**config.mk**
```make
export PLATFORM = sky130hd
export DESIGN_NAME = conv2_accumulator
export DESIGN_NICKNAME = d
export VERILOG_FILES = /design/src/rtl/conv2_pkg.sv /design/src/rtl/conv2_requant.sv /design/src/rtl/conv2_accumulator.sv
export SDC_FILE = /design/constraint.sdc
export NUM_CORES = 1
export LEC_CHECK = 0
export CELL_PAD_IN_SITES_DETAIL_PLACEMENT = 0
export CELL_PAD_IN_SITES_GLOBAL_PLACEMENT = 2
export CORE_MARGIN = 2
export CORE_UTILIZATION = 38
export CTS_CLUSTER_SIZE = 8
export DETAILED_ROUTE_END_ITERATION = 12
export PLACE_DENSITY = 0.88
export RECOVER_POWER = 100
export SLEW_MARGIN = 10
export SYNTH_ARGS = -nofsm -noshare
export SYNTH_HDL_FRONTEND = slang
export SYNTH_SLANG_ARGS = --single-unit
```
**constraint.sdc**
```tcl
create_clock -name clk -period 8.79 [get_ports clk]
set_input_delay 0.879 -clock clk [delete_from_list [all_inputs] [get_ports clk]]
set_output_delay 0.879 -clock clk [all_outputs]
set_load 0.005 [all_outputs]
```
**src/rtl/conv2_pkg.sv**
```systemverilog
// Shared conv2 types and constants, used by both the processing element and the
// accumulator stage.
package conv2_pkg;

    typedef logic signed [31:0] conv2_prod_t;
    typedef logic signed [15:0] conv2_act_t;

    localparam int ACT_MAX = 32767;
    localparam int ACT_MIN = -32768;

    typedef enum logic [1:0] {
        IDLE,
        ACCUM,
        ROUND,
        OUT
    } conv2_state_t;

endpackage

```
**src/rtl/conv2_requant.sv**
```systemverilog
// Combinational requantiser: round-half-up shift, 16-bit saturation and optional
// ReLU (enabled by defining CONV2_ACC_RELU_EN).
module conv2_requant
    import conv2_pkg::*;
#(
    parameter int ACC_W = 44,
    parameter int SHIFT = 8
) (
    input  logic signed [ACC_W-1:0] acc,
    output logic signed [ACC_W:0]   rounded,
    input  logic signed [ACC_W:0]   r,
    output conv2_act_t              act
);

    // One guard bit keeps acc + half from wrapping when acc sits near full scale.
    localparam logic [ACC_W:0] HALF = ((ACC_W + 1)'(1) << SHIFT) >> 1;
    localparam logic signed [ACC_W:0] HI = (ACC_W + 1)'(ACT_MAX);
    localparam logic signed [ACC_W:0] LO = (ACC_W + 1)'(ACT_MIN);

    logic signed [ACC_W:0] biased;

    function automatic conv2_act_t sat16(input logic signed [ACC_W:0] v);
        if (v > HI) begin
            return conv2_act_t'(ACT_MAX);
        end
        if (v < LO) begin
            return conv2_act_t'(ACT_MIN);
        end
        return conv2_act_t'(v[15:0]);
    endfunction

    assign biased  = $signed({acc[ACC_W-1], acc}) + $signed(HALF);
    assign rounded = biased >>> SHIFT;

`ifdef CONV2_ACC_RELU_EN
    function automatic conv2_act_t relu(input conv2_act_t v);
        return (v < 0) ? '0 : v;
    endfunction

    assign act = relu(sat16(r));
`else
    assign act = sat16(r);
`endif

endmodule

```
**src/rtl/conv2_accumulator.sv**
```systemverilog
// conv2 accumulator: sums NUM_TERMS PE products onto a bias, then requantises to a
// 16-bit activation. Define CONV2_ACC_RELU_EN to clamp negative results to zero.
module conv2_accumulator
    import conv2_pkg::*;
#(
    parameter int NUM_TERMS = 8,
    parameter int ACC_W     = 44,
    parameter int SHIFT     = 8
) (
    input  logic        clk,
    input  logic        rst,
    input  logic        clear,
    input  conv2_prod_t bias,
    input  logic        in_valid,
    input  conv2_prod_t in_data,
    output logic        in_ready,
    output conv2_act_t  odata,
    output logic        done
);

    localparam int CNT_W = $clog2(NUM_TERMS + 1);
    localparam logic [CNT_W-1:0] LAST_CNT = CNT_W'(NUM_TERMS - 1);

    if (NUM_TERMS < 1 || NUM_TERMS > 1024) begin : g_bad_terms
        $error("conv2_accumulator: NUM_TERMS must be in 1..1024");
    end
    if (ACC_W < 33 + $clog2(NUM_TERMS)) begin : g_bad_acc_w
        $error("conv2_accumulator: ACC_W too narrow for NUM_TERMS");
    end
    if (SHIFT < 0 || SHIFT > 31) begin : g_bad_shift
        $error("conv2_accumulator: SHIFT must be in 0..31");
    end

    conv2_state_t            state;
    conv2_state_t            state_next;
    logic signed [ACC_W-1:0] acc;
    logic [CNT_W-1:0]        cnt;
    logic signed [ACC_W:0]   r;
    logic signed [ACC_W:0]   rounded;
    conv2_act_t              act;
    logic                    accept;

    assign accept = in_valid && in_ready;

    always_ff @(posedge clk or posedge rst) begin
        if (rst) begin
            state <= IDLE;
        end else begin
            state <= state_next;
        end
    end

    always_comb begin
        state_next = state;
        in_ready   = 1'b0;
        case (state)
            IDLE: begin
                in_ready = 1'b1;
                if (in_valid) begin
                    state_next = (NUM_TERMS == 1) ? ROUND : ACCUM;
                end
            end
            ACCUM: begin
                in_ready = 1'b1;
                if (in_valid && cnt == LAST_CNT) begin
                    state_next = ROUND;
                end
            end
            ROUND:   state_next = OUT;
            OUT:     state_next = IDLE;
            default: state_next = IDLE;
        endcase
        if (clear) begin
            state_next = IDLE;
        end
    end

    always_ff @(posedge clk or posedge rst) begin
        if (rst) begin
            acc   <= '0;
            cnt   <= '0;
            r     <= '0;
            odata <= '0;
            done  <= 1'b0;
        end else begin
            done <= 1'b0;
            if (clear) begin
                acc <= '0;
                cnt <= '0;
            end else begin
                case (state)
                    IDLE: if (accept) begin
                        acc <= ACC_W'(bias) + ACC_W'(in_data);
                        cnt <= CNT_W'(1);
                    end
                    ACCUM: if (accept) begin
                        acc <= acc + ACC_W'(in_data);
                        cnt <= cnt + CNT_W'(1);
                    end
                    // ROUND -> OUT boundary: rounded/shifted sum registered in r
                    ROUND: r <= rounded;
                    OUT: begin
                        odata <= act;
                        done  <= 1'b1;
                    end
                    default: ;
                endcase
            end
        end
    end

    conv2_requant #(
        .ACC_W(ACC_W),
        .SHIFT(SHIFT)
    ) u_requant (
        .acc    (acc),
        .rounded(rounded),
        .r      (r),
        .act    (act)
    );

endmodule

```
==> results.py <==
metrics = {
    "yosys": {
        "yosysWarnings": 0,
        "synth_seq_area_share": 0.291,
        "synth_xor_area_frac": 0.0892,
        "synth_compound_area_frac": 0.260,
        "syn_area_mm2": 0.00893,
        "synth-main-ff-cell": "dfrtp_1",
        "yosysUniqueCellTypes": 79,
        "async_reset_ff_frac": 1.00,
        "synth_edf_count": 0,
        "synth_top_family_by_area": "compound AO/OA/AOI/OAI gates",
        "yosys.area_share.adder": 0.118,
        "synthCells": 1077,
        "syn_nets": 1228,
        "avgSynthCellArea_um2": 8.29,
        "synth_mux_area_frac": 0.0104,
        "synth_seq_cells": 104,
        "yosys.area_share.simple": 0.202,
    },
    "setup_path": {
        "crit_top_cell": "o21ai_0",
        "cp_max_fo": 52,
        "slowest_stage": "clkbuf_1",
        "critical_path_arrival_ns": 6.31,
        "cp.required_ns": 9.07,
        "crit_path_cell_trace": "inv_1 > ha_1 > clkbuf_1 > or2_2 > nand2_1 > nor2_1 > clkbuf_1 > o21ai_0 > o21ai_0 > o21ai_0 > or2_0 > or4_1 > nand3_1",
        "critPathCaptureType": "register",
        "cp_slowest_stage_delay_ns": 1.91,
        "critPathLaunchType": "register",
        "crit_type": "register to register",
    },
    "power": {
        "p_leak_nw": 4.58,
        "total_power_mw": 2.65,
        "p_per_area_mw_per_mm2": 256,
        "ir_drop_uv": 117,
    },
    "sta": {
        "post-route-min-period_ns": 6.03,
        "tns_ns": 0,
        "max-slew-margin-rel": -0.816,
        "timing.fmax_mhz": 166,
        "worstMarginPinSlew_ns": 2.72,
        "hold_viol": 0,
        "fin_skew_ns": 0.0132,
        "worst_slack_ns": 2.76,
        "slew_viol_final": 164,
        "period_share": 0.686,
        "grt_setup_unrepaired": "false",
        "setup_viol": 0,
    },
    "layout": {
        "regArea_mm2": 0.00260,
        "final_cells": 1466,
        "syn_to_final_growth_pct": 16.0,
        "design_area_mm2": 0.0104,
        "nNetsFinal": 1293,
        "diodes": 0,
        "drive_gt1_frac": 0.0436,
        "fill_cells": 2405,
        "multi_input_area_mm2": 0.00609,
    },
    "hold_path": {
        "hold_path_class": "register to register",
    },
    "run_status": {
        "status": "finished with violations",
        "violations": "max-capacitance violations, max-slew violations",
    },
    "die": {
        "start_util": 0.384,
        "die_x_um": 157,
        "rows": 56,
        "coreArea_mm2": 0.0233,
        "die_area_mm2": 0.0247,
        "die_h_um": 157,
        "io_pins": 86,
    },
    "clock_tree": {
        "cts_max_level": 3,
        "cts-root-buf": "clkbuf_16",
        "hold_buffers": 0,
        "clock_latency_ns": 0.36,
        "cts-buffers-inserted": 9,
        "cts.path.max_buffers": 2,
        "cts.sinks": 104,
        "post_cts_resized": 0,
        "cts_setup_buffers": 0,
        "path_clk_slew_ns": 0.08,
        "cts_tree": "done",
    },
    "grt": {
        "grt_usage": 0.204,
        "grt_overflow": 0,
        "grt_max_degree": 74,
        "grt_pass1_vias": 7537,
        "grt_pass1_wl_um": 40100,
        "antenna_found_initial": 0,
    },
    "detailed_routing": {
        "vias": 8002,
        "ant_nets": 0,
        "vias_per_cell": 5.46,
        "routedWlPerCell_um": 16.8,
        "routed_wl_um": 24600,
        "drt_pre_antenna_iters": 5,
        "drc": 0,
        "first_iter_violations": 436,
    },
    "placement": {
        "dp_cells": 1450,
        "io_buffer_count": 85,
        "routabilityCongestion": 0.875,
        "place_hpwl_um": 18700,
        "dpl_cell_area_mm2": 0.0101,
        "place_ws_ns": 4.44,
    },
    "job": {
        "drv_cap": 3,
    },
}
==> area by class of cell <==
type | count | share of cell area
Tap cell | 319 | 0.0385
Clock buffer | 10 | 0.0221
Inverter | 26 | 0.00954
Multi-Input combinational cell | 910 | 0.588
Sequential cell | 104 | 0.251
Clock inverter | 6 | 0.00580
Timing Repair Buffer | 91 | 0.0850
==> flip-flops by register name, indices dropped and copies added, names as in the netlist <==
signal,cells
r,37
done,1
odata,16
state,2
cnt,4
acc,44
==> cell families after synthesis <==
| group | count (synthesis) |
|---|---|
| compound gates | 349 |
| xor+xnor | 91 |
| fa+ha+maj | 83 |
| buf+inv | 63 |
| flops | 104 |
| mux | 9 |
| simple gates | 378 |
==> layout by cell type, fill, tap and decap left out, types with 24 or more instances in the layout <==
master,netlist,routed
a21o_1,53,53
a21oi_1,86,85
clkdlybuf4s50_1,0,65
dfrtp_1,104,104
ha_1,81,81
inv_1,25,24
nand2_1,136,136
nand3_1,41,41
nor2_1,80,80
nor3_1,25,25
o21ai_0,95,95
xnor2_1,48,48
xor2_1,43,43
==> cells in the mapped netlist (7+ instances only) <==
library cell / count / area (µm²)
a21o_1: 53 / 398
nor3_1: 25 / 125
nor2_1: 80 / 300
dfrtp_1: 104 / 2600
o21ai_0: 95 / 475
mux2i_1: 7 / 70.1
o21bai_1: 10 / 75.1
clkbuf_1: 29 / 109
xnor2_1: 48 / 420
xor2_1: 43 / 377
a22oi_1: 8 / 60.1
nand3_1: 41 / 205
nand2b_1: 8 / 50.1
nor4_1: 8 / 50.1
inv_1: 25 / 93.8
nand4_1: 20 / 125
and3_1: 12 / 75.1
nand2_1: 136 / 510
a22o_1: 8 / 70.1
a21oi_1: 86 / 430
nor2b_1: 12 / 75.1
a31oi_1: 12 / 75.1
ha_1: 81 / 1010
o211ai_1: 7 / 52.6
==> power breakdown <==
part | total [mW] | switching [mW] | internal (mW)
Sequential | 0.859 | 0.201 | 0.658
Combinational | 1.39 | 0.787 | 0.602
Clock | 0.403 | 0.204 | 0.199
==> critical path: cells and delay by family, from the launching register on <==
| kind | cells | cell delay, ns |
|---|---|---|
| simple gates | 6 | 1.85 |
| compound gates | 3 | 0.73 |
| buf+inv | 3 | 2.82 |
| fa+ha+maj | 1 | 0.13 |
| flops | 1 | 0.41 |
==> per-layer routing <==
layer	vias to the layer above	track usage	share of wire
met4	0	0.0420	0.014
met1	3763	0.305	0.52
met3	21	0.0284	0.037
met2	144	0.312	0.43
met5	-	0	0
li1	4074	-	-
==> through the flow <==
step           hold slack, ns   util
3_3_place_gp            0.466  0.434
6_report                0.485  0.445
2_1_floorplan           0.450      -
4_1_cts                 0.490  0.446
5_1_grt                 0.514  0.445
3_5_place_dp            0.470  0.434
==> path summary, 6_finish.rpt <==
path | to | depth (start not counted) | start | slack [ns]
worst max-delay path | acc[40] | 13 | state[1] | 2.76
worst min-delay path | r[11] | 2 | r[11] | 0.48
worst max register to register | acc[40] | 13 | state[1] | 2.76
worst min register to register | r[11] | 2 | r[11] | 0.48
max in group asynchronous | acc[25] | 3 | rst | 5.77
min in group asynchronous | acc[1] | 2 | rst | 1.39
Power figures use the tool's default switching activity.
